$ cat config.mk
export PLATFORM = sky130hd
export DESIGN_NAME = pll_reconfig_seq
export DESIGN_NICKNAME = d
export VERILOG_FILES = /design/src/rtl/pll_reconfig_seq_pkg.sv /design/src/rtl/pll_reconfig_seq.sv
export SDC_FILE = /design/constraint.sdc
export NUM_CORES = 1
export LEC_CHECK = 0
export CAP_MARGIN = 10
export CORE_UTILIZATION = 50
export CTS_BUF_LIST = sky130_fd_sc_hd__clkbuf_16
export CTS_CLUSTER_SIZE = 24
export DETAILED_ROUTE_END_ITERATION = 7
export PLACE_DENSITY_LB_ADDON = 0.25
export SLEW_MARGIN = 20
export SYNTH_ARGS = -nofsm -noshare
export SYNTH_HDL_FRONTEND = slang
export SYNTH_SLANG_ARGS = --single-unit
export TNS_END_PERCENT = 100
$ cat constraint.sdc
create_clock -name clk -period 2.4 [get_ports clk]
set_input_delay 0.48 -clock clk [delete_from_list [all_inputs] [get_ports clk]]
set_output_delay 0.48 -clock clk [all_outputs]
set_load 0.03 [all_outputs]
$ cat src/rtl/pll_reconfig_seq_pkg.sv
// Shared types and the per-mode PLL register lists replayed by pll_reconfig_seq.
package pll_reconfig_pkg;

  localparam int PLL_NUM_MODES = 3;
  localparam int NUM_STEPS     = 6;

  localparam logic [5:0] PLL_REG_MODE  = 6'd0;
  localparam logic [5:0] PLL_REG_START = 6'd2;
  localparam logic [5:0] PLL_REG_N     = 6'd3;
  localparam logic [5:0] PLL_REG_M     = 6'd4;
  localparam logic [5:0] PLL_REG_C     = 6'd5;
  localparam logic [5:0] PLL_REG_K     = 6'd7;

  typedef struct packed {
    logic [5:0]  addr;
    logic [31:0] data;
  } pll_wr_t;

  typedef enum logic [1:0] {S_IDLE, S_WRITE, S_WAIT_LOCK, S_FINISH} pll_state_t;

  // Mode register 0 selects waitrequest mode; C writes target C0 (data[22:18] = 0).
  localparam pll_wr_t PLL_TABLE [PLL_NUM_MODES][NUM_STEPS] = '{
    '{'{PLL_REG_MODE, 32'h0}, '{PLL_REG_N, 32'h0002_0404}, '{PLL_REG_M, 32'h0000_1B1B},
      '{PLL_REG_C, 32'h0000_0A0A}, '{PLL_REG_K, 32'h0000_0000}, '{PLL_REG_START, 32'h0}},
    '{'{PLL_REG_MODE, 32'h0}, '{PLL_REG_N, 32'h0000_0303}, '{PLL_REG_M, 32'h0002_1110},
      '{PLL_REG_C, 32'h0002_0908}, '{PLL_REG_K, 32'h1999_999A}, '{PLL_REG_START, 32'h0}},
    '{'{PLL_REG_MODE, 32'h0}, '{PLL_REG_N, 32'h0001_0101}, '{PLL_REG_M, 32'h0000_0C0C},
      '{PLL_REG_C, 32'h0000_0707}, '{PLL_REG_K, 32'h8000_0000}, '{PLL_REG_START, 32'h0}}
  };

endpackage

$ cat src/rtl/pll_reconfig_seq.sv
// Replays a per-mode register list into the PLL reconfig port on a mode change,
// then waits for the PLL to release waitrequest and reports done/error.
module pll_reconfig_seq
  import pll_reconfig_pkg::*;
#(
  parameter int NUM_MODES = PLL_NUM_MODES,
  parameter int TIMEOUT   = 1048576
) (
  input  logic        clk,
  input  logic        reset,
  input  logic        req,
  input  logic [1:0]  mode,
  output logic        busy,
  output logic        done,
  output logic        error,
  output logic        mgmt_write,
  output logic [5:0]  mgmt_address,
  output logic [31:0] mgmt_writedata,
  input  logic        mgmt_waitrequest
);

  localparam int TW = $clog2(TIMEOUT);
  localparam logic [TW:0] T_GUARD = (TW+1)'(2);
  localparam logic [TW:0] T_LAST  = (TW+1)'(TIMEOUT - 1);
  localparam logic [2:0]  LAST_STEP = 3'(NUM_STEPS - 1);

  pll_state_t    state;
  logic [1:0]    mode_q, pend_mode, m_sel;
  logic          pend_vld, ok_q;
  logic [2:0]    step, step_nxt;
  logic [TW-1:0] timer;
  logic [TW:0]   t_nxt;

  // A live req always beats a stored one: latest mode wins.
  assign m_sel    = req ? mode : pend_mode;
  assign step_nxt = step + 3'd1;
  assign t_nxt    = {1'b0, timer} + 1'b1;

  always_ff @(posedge clk or posedge reset) begin
    if (reset) begin
      state          <= S_IDLE;
      mode_q         <= '0;
      pend_mode      <= '0;
      pend_vld       <= 1'b0;
      ok_q           <= 1'b0;
      step           <= '0;
      timer          <= '0;
      busy           <= 1'b0;
      done           <= 1'b0;
      error          <= 1'b0;
      mgmt_write     <= 1'b0;
      mgmt_address   <= '0;
      mgmt_writedata <= '0;
    end else begin
      done  <= 1'b0;
      error <= 1'b0;
      if (req && state != S_IDLE) begin
        pend_vld  <= 1'b1;
        pend_mode <= mode;
      end
      case (state)
        S_IDLE: begin
          if (req || pend_vld) begin
            pend_vld <= 1'b0;
            if (32'(m_sel) < NUM_MODES) begin
              mode_q         <= m_sel;
              step           <= '0;
              busy           <= 1'b1;
              mgmt_write     <= 1'b1;
              mgmt_address   <= PLL_TABLE[m_sel][0].addr;
              mgmt_writedata <= PLL_TABLE[m_sel][0].data;
              state          <= S_WRITE;
            end else begin
              error <= 1'b1;
            end
          end
        end
        S_WRITE: begin
          if (!mgmt_waitrequest) begin
            if (step == LAST_STEP) begin
              mgmt_write     <= 1'b0;
              mgmt_address   <= '0;
              mgmt_writedata <= '0;
              timer          <= '0;
              state          <= S_WAIT_LOCK;
            end else begin
              step           <= step_nxt;
              mgmt_address   <= PLL_TABLE[mode_q][step_nxt].addr;
              mgmt_writedata <= PLL_TABLE[mode_q][step_nxt].data;
            end
          end
        end
        S_WAIT_LOCK: begin
          // waitrequest is only trusted once the guard window has elapsed
          timer <= (timer == '1) ? timer : t_nxt[TW-1:0];
          if (t_nxt >= T_GUARD && !mgmt_waitrequest) begin
            ok_q  <= 1'b1;
            state <= S_FINISH;
          end else if (t_nxt >= T_LAST) begin
            ok_q  <= 1'b0;
            state <= S_FINISH;
          end
        end
        S_FINISH: begin
          done  <= ok_q;
          error <= !ok_q;
          busy  <= 1'b0;
          timer <= '0;
          state <= S_IDLE;
        end
        default: state <= S_IDLE;
      endcase
    end
  end

endmodule

# Word-level counts from Yosys, hierarchy flattened

Cells that the tools add are included.

Input bits: 6
Word-level logic and storage cells: 106
Register bits: 73

Order comparisons: 6
Equality and inequality tests: 12
Bitwise logic cells: 3
Muxes and demuxes: 51
Add/subtract/negate cells: 2
Reductions and logical operators: 19

Operators with widths:

| operator                | count |
|---|---|
| $bmux W228 S2           | 2 |
| $mux W228               | 4 |
| $mux W32                | 4 |
| $bmux W38 S3            | 1 |
| $mux W38                | 2 |
| $pmux W32 S2            | 1 |
| $mux W20                | 3 |
| $pmux W20 S3            | 1 |
| $mux W6                 | 4 |
| $add A20 B1 Y21 const B | 1 |
| $ge A21 B2 Y1 const B   | 1 |
| $ge A21 B20 Y1 const B  | 1 |
| $eq A20 B20 Y1 const B  | 1 |
| $reduce_and A5 Y1       | 3 |
| $mux W2                 | 7 |
| $mux W1                 | 12 |
| $mux W3                 | 4 |
| $ne A2 B2 Y1 const B    | 6 |
| $pmux W6 S2             | 1 |
| $pmux W2 S4             | 1 |
| $reduce_and A4 Y1       | 2 |
| $reduce_bool A2 Y1      | 4 |
| $ge A3 B3 Y1 const B    | 2 |
| $not A2 Y3              | 2 |
| 17 further kinds        | 23 |

# Longest topological paths before layout

Gate-level depths: netlist of run 1.

Word-level depth: 10
Depth in mapped cells: 9
Gate-level depth less buffers: 8

# Worst setup path before layout of run 1

Ideal clock, no wire load.

Kind: reg2reg
Start point: register timer[0]
End point: register state[1]
Cell stages (with the launch flop): 8
Arrival time: 2,422 ps
Buffers on the path: 0
Path slack: -147 ps
Setup time: 125 ps
Required time: 2,275 ps
Cells stage by stage: dfrtp_1 -> ha_1 -> or4_1 -> a2111oi_2 -> o2111ai_1 -> o41ai_2 -> a41oi_1 -> mux2_4

Cells in the longest elaborated chain, start to end: 5
Elaborated cells on any way between the ends: 8
Those cells by class: 1 x add/sub; 2 x order compare; 1 x eq/ne; 2 x mux; 2 x reduce/logical

Ends and longest elaborated chain:

| item                                                              | line                    | source |
|---|---|---|
| start, declared                                                   | pll_reconfig_seq.sv:31  | `logic [TW-1:0] timer;` |
| start signal, assigned                                            | pll_reconfig_seq.sv:95  | `timer <= (timer == '1) ? timer : t_nxt[TW-1:0];` |
| $add A20 B1 Y21 *                                                 | pll_reconfig_seq.sv:37  | `assign t_nxt = {1'b0, timer} + 1'b1;` |
| $ge A21 B2 Y1                                                     | pll_reconfig_seq.sv:96  | `if (t_nxt >= T_GUARD && !mgmt_waitrequest) begin` |
| $logic_and A1 B1 Y1                                               | pll_reconfig_seq.sv:96  |  |
| $ne A3 B3 Y1 (no line) / $mux W2 (equally long branches)          | -                       |  |
| $reduce_and A5 Y1 (no line) / $pmux W2 S4 (equally long branches) | -                       |  |
| end signal, assigned                                              | pll_reconfig_seq.sv:98  | `state <= S_FINISH;` |
| end signal, assigned                                              | pll_reconfig_seq.sv:101 | `state <= S_FINISH;` |
| end signal, assigned                                              | pll_reconfig_seq.sv:109 | `state <= S_IDLE;` |
| end, declared                                                     | pll_reconfig_seq.sv:27  | `pll_state_t state;` |

Every way passes the cells marked *; elsewhere a longest branch is shown, timed or not.
A chain may end at the register's enable or synchronous reset.

# Final worst setup path of run 1

Ends and elaborated chain as after synthesis.

==> run metrics, run 1 <==
Rows=29; grt total ovfl=0; adder-cell share of the synthesized area=under 10%; crit path setup slack, layout=-155.5 ps; instance count of the mapped netlist=between 400 and 500; Worst Path Required=between 2000 and 3000 ps; CP Class=reg -> reg; dpl cell area=around 4200 sq um; clock slew at reported path FFs=70 ps; most used flip-flop cell after synthesis=dfrtp_1; failing checks=negative setup slack; pin count of the biggest net entering global routing=50; Tmin final=2556 ps; Post-synth EDFFs=0; RSZ-0062 raised after global routing=true; root buf cell=clkbuf_16; top cells by area, synth=dfrtp_1 (36%), o21ai_0 (5.8%), nand2_1 (5.6%); Synth Area in Compound Gates=a little over a fifth; core area=6495 sq um; first-pass GRT wire length=about 15 mm; WL final=9.183 mm; drt drc=0; syn avg cell area=between 8 and 9 sq um; Iter 0 DRT Violations=270; gpl congestion=0.9128; Max transition margin=64.44%; DRT Pass-1 Iters=5; Cell variety after synth=between 50 and 60; Post-Syn Area=roughly 3400 sq um; skew final=between 8 and 9 ps; Min Hold Slack=between 400 and 500 ps; most common cell in the netlist=nand2_1; vias in the first global route=approximately 3200; share of the synthesized area in the top cell type=a little over a third; worst min path class=reg -> reg; I/O pin cnt=48; PortBufs=33; status=finished, violations left; area leader, netlist=dfrtp_1; max_cap viols=0; post-synthesis mux area share=under 10%; CTS tree=done; Seq/Total Area, Yosys=a little over a third; crit path DAT=approximately 2700 ps; diode count=0; Die Area=between 7000 and 8000 sq um; FMAX=391.3 MHz; total CTS buffers=5; H-tree depth=2; XOR/XNOR Fraction of Synth Area=~3.1%; pwr dens=roughly 950 nW/um^2; total power=around 4.3 mW; Final Cell Area=approximately 4500 sq um; simple-gate share of the synthesized area=between 20% and 30%; Seq cells post-synth=49; maximum root-to-sink buffer count=2; largest family of logic cells by synthesized area=compound AO/OA/AOI/OAI gates; layout cells sized above 1=about a quarter; Final period util=106.5%; Max VDD drop=567.0 uV; Max FO, Critical Path=4; ANT nets after route=0; Filler Cells Inserted=496; Fin. Hold Viols=0; Wirelength per Cell=15.89 um; CTS sink count=49; worst-margin pin slew=~520 ps; Total Routing Usage GR=25.69%; Final HPWL DP=6.485 mm; startpoint types=register; worst skew pair latency=around 300 ps; count of yosys warnings during synthesis=0; final setup violation count=2; Leakage Power=1.981 nW; via count=~3400; asr flop ratio synth=between 90% and 100%; Die W=approximately 85 um; Layout Nets=520; Initial Util=between 50% and 60%; Pins Over Slew Limit=0; Layout Area Growth over Synthesis=31.10%; initial antenna violation count=0; Critical Path End Type=register; top post-synthesis cells by count=nand2_1 (51), dfrtp_1 (49), o21ai_0 (40), nor2_1 (30), buf_4 (25); cts hold-fix bufs=0; via/cell ratio=5.907; chip height=~85 um
## worst paths after layout
check,from,to,slack (ps),depth (start not counted)
min,mgmt_writedata[0],mgmt_writedata[0],480,1
max,timer[0],state[1],-160,7
max reg2reg,timer[0],state[1],-160,7
min in group asynchronous,reset,mgmt_writedata[1],540,3
max in group asynchronous,reset,timer[2],1630,3
min reg2reg,mgmt_writedata[0],mgmt_writedata[0],480,1
## cell usage in the layout (no fill, tap or decap), types with 8 or more instances in the layout
| master | instances |
|---|---|
| a21oi_1 | 14 |
| a31oi_1 | 8 |
| buf_4 | 85 |
| clkdlybuf4s50_1 | 33 |
| conb_1 | 14 |
| dfrtp_1 | 49 |
| ha_1 | 13 |
| inv_1 | 14 |
| nand2_1 | 51 |
| nand3_1 | 12 |
| nand4_1 | 13 |
| nor2_1 | 29 |
| o21ai_0 | 40 |
| o31ai_1 | 15 |
| xnor2_1 | 9 |
## sequential cells by signal, summed over array words and instances (netlist names)
name / flops
mode_q: 2
step: 3
error: 1
mgmt_address: 3
pend_mode: 2
pend_vld: 1
mgmt_writedata: 11
timer: 20
done: 1
ok_q: 1
state: 2
mgmt_write: 1
busy: 1
## worst max-delay path, stage by stage, from the launching register on
cell and delay [ps]:
dfrtp_1 400, ha_2 220, or4_4 430, a2111oi_4 380
o2111ai_2 180, o41ai_2 300, a41oi_2 210, mux2_4 330
## where the power goes
group / leakage (nW) / total [mW] / internal (mW) / switching (mW)
sequential: 0.651 / 1.16 / 1.02 / 0.136
combinational: 1.26 / 2.42 / 0.995 / 1.43
clock: 0.0679 / 0.724 / 0.387 / 0.337
total: 1.98 / 4.30 / 2.40 / 1.90
## layout make-up
cell class              count  area, sq um  share of cell area (%)
multi-input cells         306         1971                   43.65
flip-flops and latches     49         1226                   27.16
repair buffers            122         1016                   22.51
clock buffers               5        125.1                   2.772
well taps                  77        96.34                   2.134
inverters                  16        60.06                   1.330
clock inverters             3        20.02                  0.4435
## what timing repair did
action	in CTS	in global routing
gates cloned	0	1
setup endpoints to repair	2	17
buffers inserted	1	5
gates resized for setup	2	13
pin swaps	2	8
## metrics by stage
| stage | utilization, % | TNS, ps | setup WS [ps] | cells |
|---|---|---|---|---|
| 2_1_floorplan | - | 0 | 15.05 | 425 |
| 3_3_place_gp | 65.21 | -326.0 | -125.2 | 563 |
| 3_5_place_dp | 65.21 | -560.2 | -148.3 | 563 |
| 4_1_cts | 67.81 | -110.3 | -110.3 | 572 |
| 5_1_grt | 69.50 | -586.8 | -269.8 | 578 |
| 6_report | 69.50 | -202.6 | -155.5 | 578 |
## logic make-up after synthesis
| kind of cell | after synthesis |
|---|---|
| xor gates and xnor gates | 12 |
| muxes | 7 |
| and+or+nand+nor | 145 |
| adders and majority gates | 14 |
| other | 1 |
| DFF | 49 |
| AOI/OAI and AO/OA | 114 |
| buffers and inverters | 70 |
## layer usage
metal,global-route usage (%),up-vias,part of all wire (%)
met5,0,-,0
met1,35.16,1636,45
met2,41.35,138,47
li1,-,1620,-
met4,9.399,0,1.7
met3,3.988,20,6.1
No activity file was read; power rests on OpenSTA's default activity.
==> run 2, diff against run 1 <==
Settings changed: ABC_CLOCK_PERIOD_IN_PS from default to 2400, SKIP_CTS_REPAIR_TIMING from default to 1.
==> run metrics, run 2 (synthesized netlist as in run 1, its figures left out) <==
CP Class=reg -> reg; layout cells sized above 1=23.69% (-0.058 points); skew final=7.423 ps (-0.7758 ps); drt drc=0 (unchanged); Crit Reg-Reg Startpoint=timer[1]; met2 Resource Use GR=41.06% (-0.29 points); Critical Path End Type=register; initial antenna violation count=0 (unchanged); WP depth=7 (unchanged); Initial Util=53.01% (unchanged); root buf cell=clkbuf_16; total power=4.285 mW (-0.40%); Max transition margin=65.68% (+1.2 points); total CTS buffers=5 (unchanged); Worst Hold Depth=1 (unchanged); core area=6495 sq um (unchanged); Layout Nets=517 (-0.58%); crit path DAT=2750 ps (about the same); worst slack at placement=-148.3 ps (unchanged); RSZ-0062 raised after global routing=true; PortBufs=33 (unchanged); clock slew at reported path FFs=70 ps (about the same); max_cap viols=0 (unchanged); WP buf/inv=0 (unchanged); diode count=0 (unchanged); most common cell after layout, fill and taps aside=buf_4; Filler Cells Inserted=505 (+1.8%); M1 GR Usage=34.66% (-0.50 points); Fin. Hold Viols=0 (unchanged); CP peak stage delay=430 ps (about the same); Reg with most FFs=timer; DRT Pass-1 Iters=5 (unchanged); via/cell ratio=5.885 (-0.36%); grt met3 use=3.891% (-0.097 points); Slowest-stage cell, CP=or4_4; Tmin final=2559 ps (+3.278 ps); Max VDD drop=566.4 uV (about the same); via count=3384 (-0.88%); Worst Path Required=2590 ps (about the same); Final Cell Area=4484 sq um (-0.67%); worst skew pair latency=300 ps (about the same); status=finished, violations left; dpl cell area=4235 sq um (unchanged); worst-margin pin slew=501.9 ps (-18.11 ps); Pins Over Slew Limit=0 (unchanged); Wirelength per Cell=15.75 um (-0.84%); Layout Area Growth over Synthesis=30.23%; Final HPWL DP=6.485 mm (unchanged); Total Routing Usage GR=25.48% (-0.21 points); kind of cell adding the most delay to the critical path=compound AO/OA/AOI/OAI gates; final setup violation count=2 (unchanged); FMAX=390.8 MHz (-0.13%); Leakage Power=1.951 nW (-1.5%); chip height=84.99 um (unchanged); Worst Min Path Start=mgmt_writedata[0]; max reg flops=20 (unchanged); critical-path cell list=ha_2 -> or4_4 -> a2111oi_4 -> o2111ai_2 -> o41ai_2 -> a41oi_2 -> mux2_4; CTS tree=done; Rows=29 (unchanged); CP startpoint=timer[1]; Die Area=7222 sq um (unchanged); grt total ovfl=0 (unchanged); startpoint types=register; WL final=9.059 mm (-1.4%); worst min path class=reg -> reg; failing checks=negative setup slack; H-tree depth=2 (unchanged); crit path setup slack, layout=-158.8 ps (-3.278 ps); I/O pin cnt=48 (unchanged); FF-to-FF path depth=7 (unchanged); most frequent cells in the layout=buf_4 (83), nand2_1 (51), dfrtp_1 (49); pin count of the biggest net entering global routing=50 (unchanged); ANT nets after route=0 (unchanged); Top Registers=timer (20), mgmt_writedata (11); gpl congestion=0.9128 (unchanged); busiest layer in global routing=met2; Post-Route Utilization=69.04% (-0.46 points); Max FO, Critical Path=4 (unchanged); Die W=84.99 um (unchanged); maximum root-to-sink buffer count=2 (unchanged); Final period util=106.6% (+0.14 points); Iter 0 DRT Violations=293 (+8.5%); first-pass GRT wire length=14.87 mm (-0.83%); CTS sink count=49 (unchanged); vias in the first global route=3234 (+0.031%); pwr dens=955.6 nW/um^2 (+0.26%); setup TNS=-210.0 ps (-7.360 ps)
## run 2: cell types whose count changed in the layout (fill, tap and decap cells not counted), sizes merged
cell  change
buf       -3
## run 2: worst paths after layout
| check | endpoint | slack [ps] |
|---|---|---|
| worst min register to register | mgmt_writedata[0] | 480 |
| max in group asynchronous | timer[2] | 1630 |
| worst max-delay path | state[1] | -160 |
| worst max register to register | state[1] | -160 |
| min in group asynchronous | mgmt_writedata[1] | 540 |
| worst min-delay path | mgmt_writedata[0] | 480 |
## run 2: metrics by stage
step                std cells  hold WS [ps]
detailed placement        563         468.6
CTS                       571         485.3
floorplan                 425         458.4
global route              575         502.3
finish                    575         483.3
global placement          563         458.7
## run 2: report_power, final
| part | switching, mW | internal (mW) |
|---|---|---|
| registers | 0.135 | 1.02 |
| clock network | 0.339 | 0.388 |
| logic | 1.42 | 0.981 |
## run 2: area by class of cell
class	count	area, sq um	area share [%]
timing repair buffer	119	989.7	22.07
tap	77	96.34	2.148
multi-input combinational	306	1967	43.86
clock inverter	3	20.02	0.4464
inverter	16	60.06	1.339
sequential	49	1226	27.34
clock buffer	5	125.1	2.790
## run 2: metal layers
layer | wire length [um] | share of wire (%)
met4 | 250 | 2.8
met3 | 528 | 5.8
met5 | 0 | 0
met1 | 4169 | 46
met2 | 4111 | 45
==> run 3, diff against run 2 <==
Settings changed: SLEW_MARGIN 20 to 0.
==> results of run 3 <==
Same layout as run 2: the final DEF is identical, and so are final timing and power.
